$ cat config.mk
export PLATFORM = sky130hd
export DESIGN_NAME = servo_pwm_multi
export DESIGN_NICKNAME = d
export VERILOG_FILES = /design/src/rtl/servo_pwm_multi.sv
export SDC_FILE = /design/constraint.sdc
export NUM_CORES = 1
export LEC_CHECK = 0
export ABC_AREA = 1
export BUFFER_PORTS_ARGS = -buffer_cell sky130_fd_sc_hd__clkbuf_2
export CAP_MARGIN = 5
export CORE_MARGIN = 1.5
export CORE_UTILIZATION = 40
export DETAILED_ROUTE_END_ITERATION = 8
export GPL_ROUTABILITY_DRIVEN = 0
export PLACE_DENSITY_LB_ADDON = 0.05
export SYNTH_ARGS = -nofsm -noshare
export SYNTH_HDL_FRONTEND = slang
export SYNTH_SLANG_ARGS = --single-unit
$ cat constraint.sdc
create_clock -name SYSCLK -period 2 [get_ports SYSCLK]
set_input_delay 0 -clock SYSCLK [delete_from_list [all_inputs] [get_ports SYSCLK]]
set_output_delay 0 -clock SYSCLK [all_outputs]
set_load 0.02 [all_outputs]
$ cat src/rtl/servo_pwm_multi.sv
// servo_pwm_multi: N-channel hobby-servo PWM generator.
// Each channel holds a target width, clamped to safe limits when it is written,
// and an active width that is loaded only at frame boundaries. A frame in
// progress is therefore never shortened or stretched. The optional slew limit
// caps how far the active width can move toward its target in one frame.
module servo_pwm_multi #(
  parameter int NUM_CH    = 2,
  parameter int TICK_DIV  = 10,
  parameter int FRAME_US  = 20000,
  parameter int PW_W      = 12,
  parameter int MIN_PW    = 1000,
  parameter int MAX_PW    = 2000,
  parameter int CENTER_PW = 1500,
  parameter int SLEW_STEP = 0,
  parameter int CH_W      = (NUM_CH > 1) ? $clog2(NUM_CH) : 1
) (
  input  logic              SYSCLK,
  input  logic              SYSRESET,
  input  logic              enable,
  input  logic              wr_en,
  input  logic [CH_W-1:0]   wr_ch,
  input  logic [PW_W-1:0]   wr_pw,
  output logic              wr_err,
  output logic              frame_start,
  output logic [NUM_CH-1:0] servo_out
);

  localparam int PS_W  = (TICK_DIV > 1) ? $clog2(TICK_DIV) : 1;
  localparam int FC_W  = (FRAME_US > 1) ? $clog2(FRAME_US) : 1;
  localparam int CMP_W = (FC_W > PW_W) ? FC_W : PW_W;

  localparam logic [PS_W-1:0] PS_LAST  = PS_W'(TICK_DIV - 1);
  localparam logic [FC_W-1:0] FC_LAST  = FC_W'(FRAME_US - 1);
  localparam logic [PW_W-1:0] MIN_V    = PW_W'(MIN_PW);
  localparam logic [PW_W-1:0] MAX_V    = PW_W'(MAX_PW);
  localparam logic [PW_W-1:0] CENTER_V = PW_W'(CENTER_PW);
  localparam logic [PW_W-1:0] STEP_V   = PW_W'(SLEW_STEP);
  localparam logic [CH_W:0]   NUM_CH_V = (CH_W + 1)'(NUM_CH);

  logic [PS_W-1:0] prescaler;
  logic [FC_W-1:0] frame_cnt;
  logic            en_frame;
  logic            tick;
  logic            boundary;
  logic            wr_valid;
  logic [PW_W-1:0] wr_clamped;
  logic [PW_W-1:0] target      [NUM_CH];
  logic [PW_W-1:0] active      [NUM_CH];
  logic [PW_W-1:0] next_active [NUM_CH];

  // Tick, frame boundary and write decode; the channel bound is checked one bit wider than wr_ch so NUM_CH itself is representable
  always_comb begin
    tick     = (prescaler == PS_LAST);
    boundary = tick && (frame_cnt == FC_LAST);
    wr_valid = ({1'b0, wr_ch} < NUM_CH_V);
    if (wr_pw < MIN_V) begin
      wr_clamped = MIN_V;
    end else if (wr_pw > MAX_V) begin
      wr_clamped = MAX_V;
    end else begin
      wr_clamped = wr_pw;
    end
  end

  // Width to load at the next boundary: the target itself, or a step of at most SLEW_STEP toward it
  always_comb begin
    for (int i = 0; i < NUM_CH; i++) begin
      next_active[i] = target[i];
      if (SLEW_STEP != 0) begin
        if (target[i] > active[i]) begin
          if ((target[i] - active[i]) > STEP_V) begin
            next_active[i] = active[i] + STEP_V;
          end
        end else if ((active[i] - target[i]) > STEP_V) begin
          next_active[i] = active[i] - STEP_V;
        end
      end
    end
  end

  // Prescaler divides SYSCLK down to the tick rate; frame_cnt counts ticks within a frame
  always_ff @(posedge SYSCLK) begin
    if (SYSRESET) begin
      prescaler <= '0;
      frame_cnt <= '0;
    end else begin
      if (tick) begin
        prescaler <= '0;
      end else begin
        prescaler <= prescaler + PS_W'(1);
      end
      if (boundary) begin
        frame_cnt <= '0;
      end else if (tick) begin
        frame_cnt <= frame_cnt + FC_W'(1);
      end
    end
  end

  // Frame boundary: latch enable and load active widths, so a frame never changes once it has started
  always_ff @(posedge SYSCLK) begin
    if (SYSRESET) begin
      frame_start <= 1'b0;
      en_frame    <= 1'b0;
      for (int i = 0; i < NUM_CH; i++) begin
        active[i] <= CENTER_V;
      end
    end else begin
      frame_start <= boundary;
      if (boundary) begin
        en_frame <= enable;
        for (int i = 0; i < NUM_CH; i++) begin
          active[i] <= next_active[i];
        end
      end
    end
  end

  // Target writes land immediately; a write on the boundary cycle only reaches active at the following boundary
  always_ff @(posedge SYSCLK) begin
    if (SYSRESET) begin
      wr_err <= 1'b0;
      for (int i = 0; i < NUM_CH; i++) begin
        target[i] <= CENTER_V;
      end
    end else begin
      wr_err <= wr_en && !wr_valid;
      for (int i = 0; i < NUM_CH; i++) begin
        if (wr_en && wr_valid && (wr_ch == CH_W'(i))) begin
          target[i] <= wr_clamped;
        end
      end
    end
  end

  // Registered PWM compare: channel i is high while the tick count is below its active width
  always_ff @(posedge SYSCLK) begin
    if (SYSRESET) begin
      servo_out <= '0;
    end else begin
      for (int i = 0; i < NUM_CH; i++) begin
        servo_out[i] <= en_frame && (CMP_W'(frame_cnt) < CMP_W'(active[i]));
      end
    end
  end

endmodule

==> results.yml <==
synthesis:
  ys_seq_elements: 71
  netlist_instances: 397
  synth_area_leader_cell: "edfxtp_1"
  synth-seq-area-share_pct: 53.2
  yosys-top-cells-area: "edfxtp_1, dfxtp_1, ha_1"
  synthArstFlopShare_pct: 0
  ys_types: 31
  synth_ff_type: "edfxtp_1"
  syn_area_per_cell_um2: 9.01
  synth.top_cell.area_share_pct: 40.3
  syn-cell-area_um2: 3580
  synth_edf_count: 48
  yosys_warnings: 0
power_and_ir_drop:
  swShare_pct: 22.8
  combinationalPowerShare_pct: 4.9
  p_clk_share_pct: 38.9
  power.share.sequential_pct: 56.2
  p_leak_nw: 1.88
  pwr_density_cell_nw_per_um2: 705
  p_sw_w: 0.000667
  internal-power_w: 0.00226
  max-vdd-ir-drop_v: 0.000330
  p_total_w: 0.00292
critical_path:
  reg2reg_slack_ns: 0.13
  r2r-end: "active[0][14]"
  cpMostUsedCell: "nand2_4"
  cp-start-kind: "flop"
  rr_worst_depth: 7
  r2r-start: "prescaler[0]"
  cp-end-kind: "flop"
  crit_chain: "ha_1 > nand3_4 > nor2_8 > nand2_4 > nor2_4 > nand2_4 > or2_2"
  worst-path-max-fanout: 21
  critical_path_class: "flop to flop"
  cpMaxStageDelayCell: "dfxtp_1"
  arrival_ns: 1.96
  cp_slowest_stage_delay_ns: 0.40
  cp.required_ns: 2.10
route:
  drt_first_pass_iters: 4
  vias: 2560
  ant_nets: 0
  routed_via_density: 4.62
  wl_per_cell_um: 11.4
  dr.first_iter.drc_count: 66
  drc: 0
  routed_wl_um: 6300
finish:
  n_antenna_cell: 0
  drive_above_1_share_pct: 13.0
  fillCellCount: 856
  area_delta_synth_final_pct: 15.8
  final_cell_mix: "nand2_1, inv_1, nor2_1"
  fin_nets: 484
  layout_commonest_cell: "nand2_1"
clock_network:
  clock_sinks: 71
  post_cts_buffers: 0
  cts_buffers: 9
  cts-root-buf: "clkbuf_8"
  path_clk_slew_ns: 0.08
  clk_path_buf_depth: 2
  clk_latency_ns: 0.35
  cts_tree: "built"
  h-tree-depth: 3
min_path:
  min-delay-start: "wr_pw[1]"
  worstHoldPathCells: 3
  holdPathEnd: "target[0][1]"
  hp-class: "primary input to flop"
global_route:
  globalRouteMet2Util_pct: 24.2
  globalRouteMet1Util_pct: 16.9
  grtUsageTotal_pct: 14.1
  grt_util_met3_pct: 4.10
  grt_max_degree: 28
  top_usage_layer: "met2"
  grt_pass1_wl_um: 10500
  first_global_vias: 2404
  overflow: 0
  antenna_found_initial: 0
sta:
  post-route-min-period_ns: 1.87
  setup_viol: 0
  clock_skew_ns: 0.0105
  fin_ws_ns: 0.134
  setup_tns_ns: 0
  tightest_slew_ns: 0.566
  max-slew-margin-rel_pct: 62.1
  final_hold_viol_count: 0
  fmax_mhz: 536
  fin_hold_ws_ns: 0.0108
  fin_crit_sh_pct: 93.3
  slew_viol_final: 0
  rsz0062_at_grt: "false"
floorplan:
  core_area_um2: 8680
  dieArea_um2: 9520
  row_count: 34
  io_pins: 21
  die_width_um: 97.6
  start_util_pct: 41.2
  die_h_um: 97.6
flow_run:
  drv_cap: 0
placement:
  dp_hpwl_um: 4720
  portBuffers: 19
  place_ws_ns: 0.0607
status:
  outcome: "complete, no violations"
sequential cells by signal, summed over array words and instances (netlist names):
name         cells
active          24
target          24
frame_cnt       15
prescaler        4
servo_out        2
en_frame         1
frame_start      1
kinds of logic after synthesis:
| kind of cell | after synthesis | synth area share, % |
|---|---|---|
| AO/OA/AOI/OAI | 28 | 4.20 |
| adder cells (fa/ha/maj) | 25 | 8.74 |
| other | 1 | 0.105 |
| XOR/XNOR | 4 | 0.980 |
| AND/OR/NAND/NOR | 199 | 25.2 |
| flip-flops | 71 | 53.2 |
| buffers and inverters | 69 | 7.62 |
metrics by stage:
step           cell area, um^2  utilization, %  cells
2_1_floorplan             3580               -    399
3_3_place_gp              3870            44.6    531
3_5_place_dp              3870            44.6    531
4_1_cts                   4140            47.7    554
5_1_grt                   4140            47.8    554
6_report                  4140            47.8    554
Yosys cell counts, types with 2 or more instances:
cell / instances
a21oi_1: 18
nand2_1: 80
nor3_1: 2
nand3_1: 23
nor2_1: 59
nand4_1: 10
dfxtp_1: 23
ha_1: 25
or2_2: 6
xor2_1: 3
buf_2: 2
nand2_2: 2
nor4_1: 2
o21ai_0: 6
edfxtp_1: 48
inv_1: 64
or2_1: 10
routing by layer:
| metal | wire [um] | share of wire, % |
|---|---|---|
| met5 | 0 | 0 |
| met3 | 207 | 3.3 |
| met4 | 63 | 1.0 |
| met2 | 3010 | 48 |
| met1 | 3020 | 48 |
power by group through the flow:
stage | Sequential, W | Clock, W | Combinational (W)
floorplan | 0.00167 | 0 | 0.0000824
global placement | 0.00167 | 0 | 0.000133
detailed placement | 0.00168 | 0 | 0.000134
CTS | 0.00164 | 0.00118 | 0.000146
global route | 0.00165 | 0.00124 | 0.000165
finish | 0.00164 | 0.00114 | 0.000144
worst max path at each step:
stage                  from             to  slack [ns]
5_1_grt        prescaler[0]  active[0][14]       0.009
6_report       prescaler[0]  active[0][14]        0.13
3_3_place_gp   prescaler[0]  active[0][14]        0.11
2_1_floorplan  prescaler[0]   active[0][0]        0.02
4_1_cts        prescaler[0]  active[0][14]        0.04
3_5_place_dp   prescaler[0]   active[0][8]        0.06
cell type report:
class / instances / area (um^2) / share of cell area [%]
multi-input combinational: 259 / 1420 / 34.1
sequential: 71 / 1900 / 45.9
tap: 108 / 135 / 3.26
clock inverter: 6 / 68.8 / 1.66
inverter: 65 / 244 / 5.89
clock buffer: 9 / 124 / 2.99
timing repair buffer: 36 / 255 / 6.16
critical path, delay by kind of cell (launching register included):
family                   cells  cell delay, ns
AND/OR/NAND/NOR              6            0.97
flip-flops                   1            0.40
adder cells (fa/ha/maj)      1            0.24
timing repair:
item                       4_1_cts  5_1_grt
setup endpoints to repair        0       13
hold endpoints to repair        14        0
hold buffers                     8        0
resized for setup                0        1
Note: power is estimated with default switching activity, not from simulation.
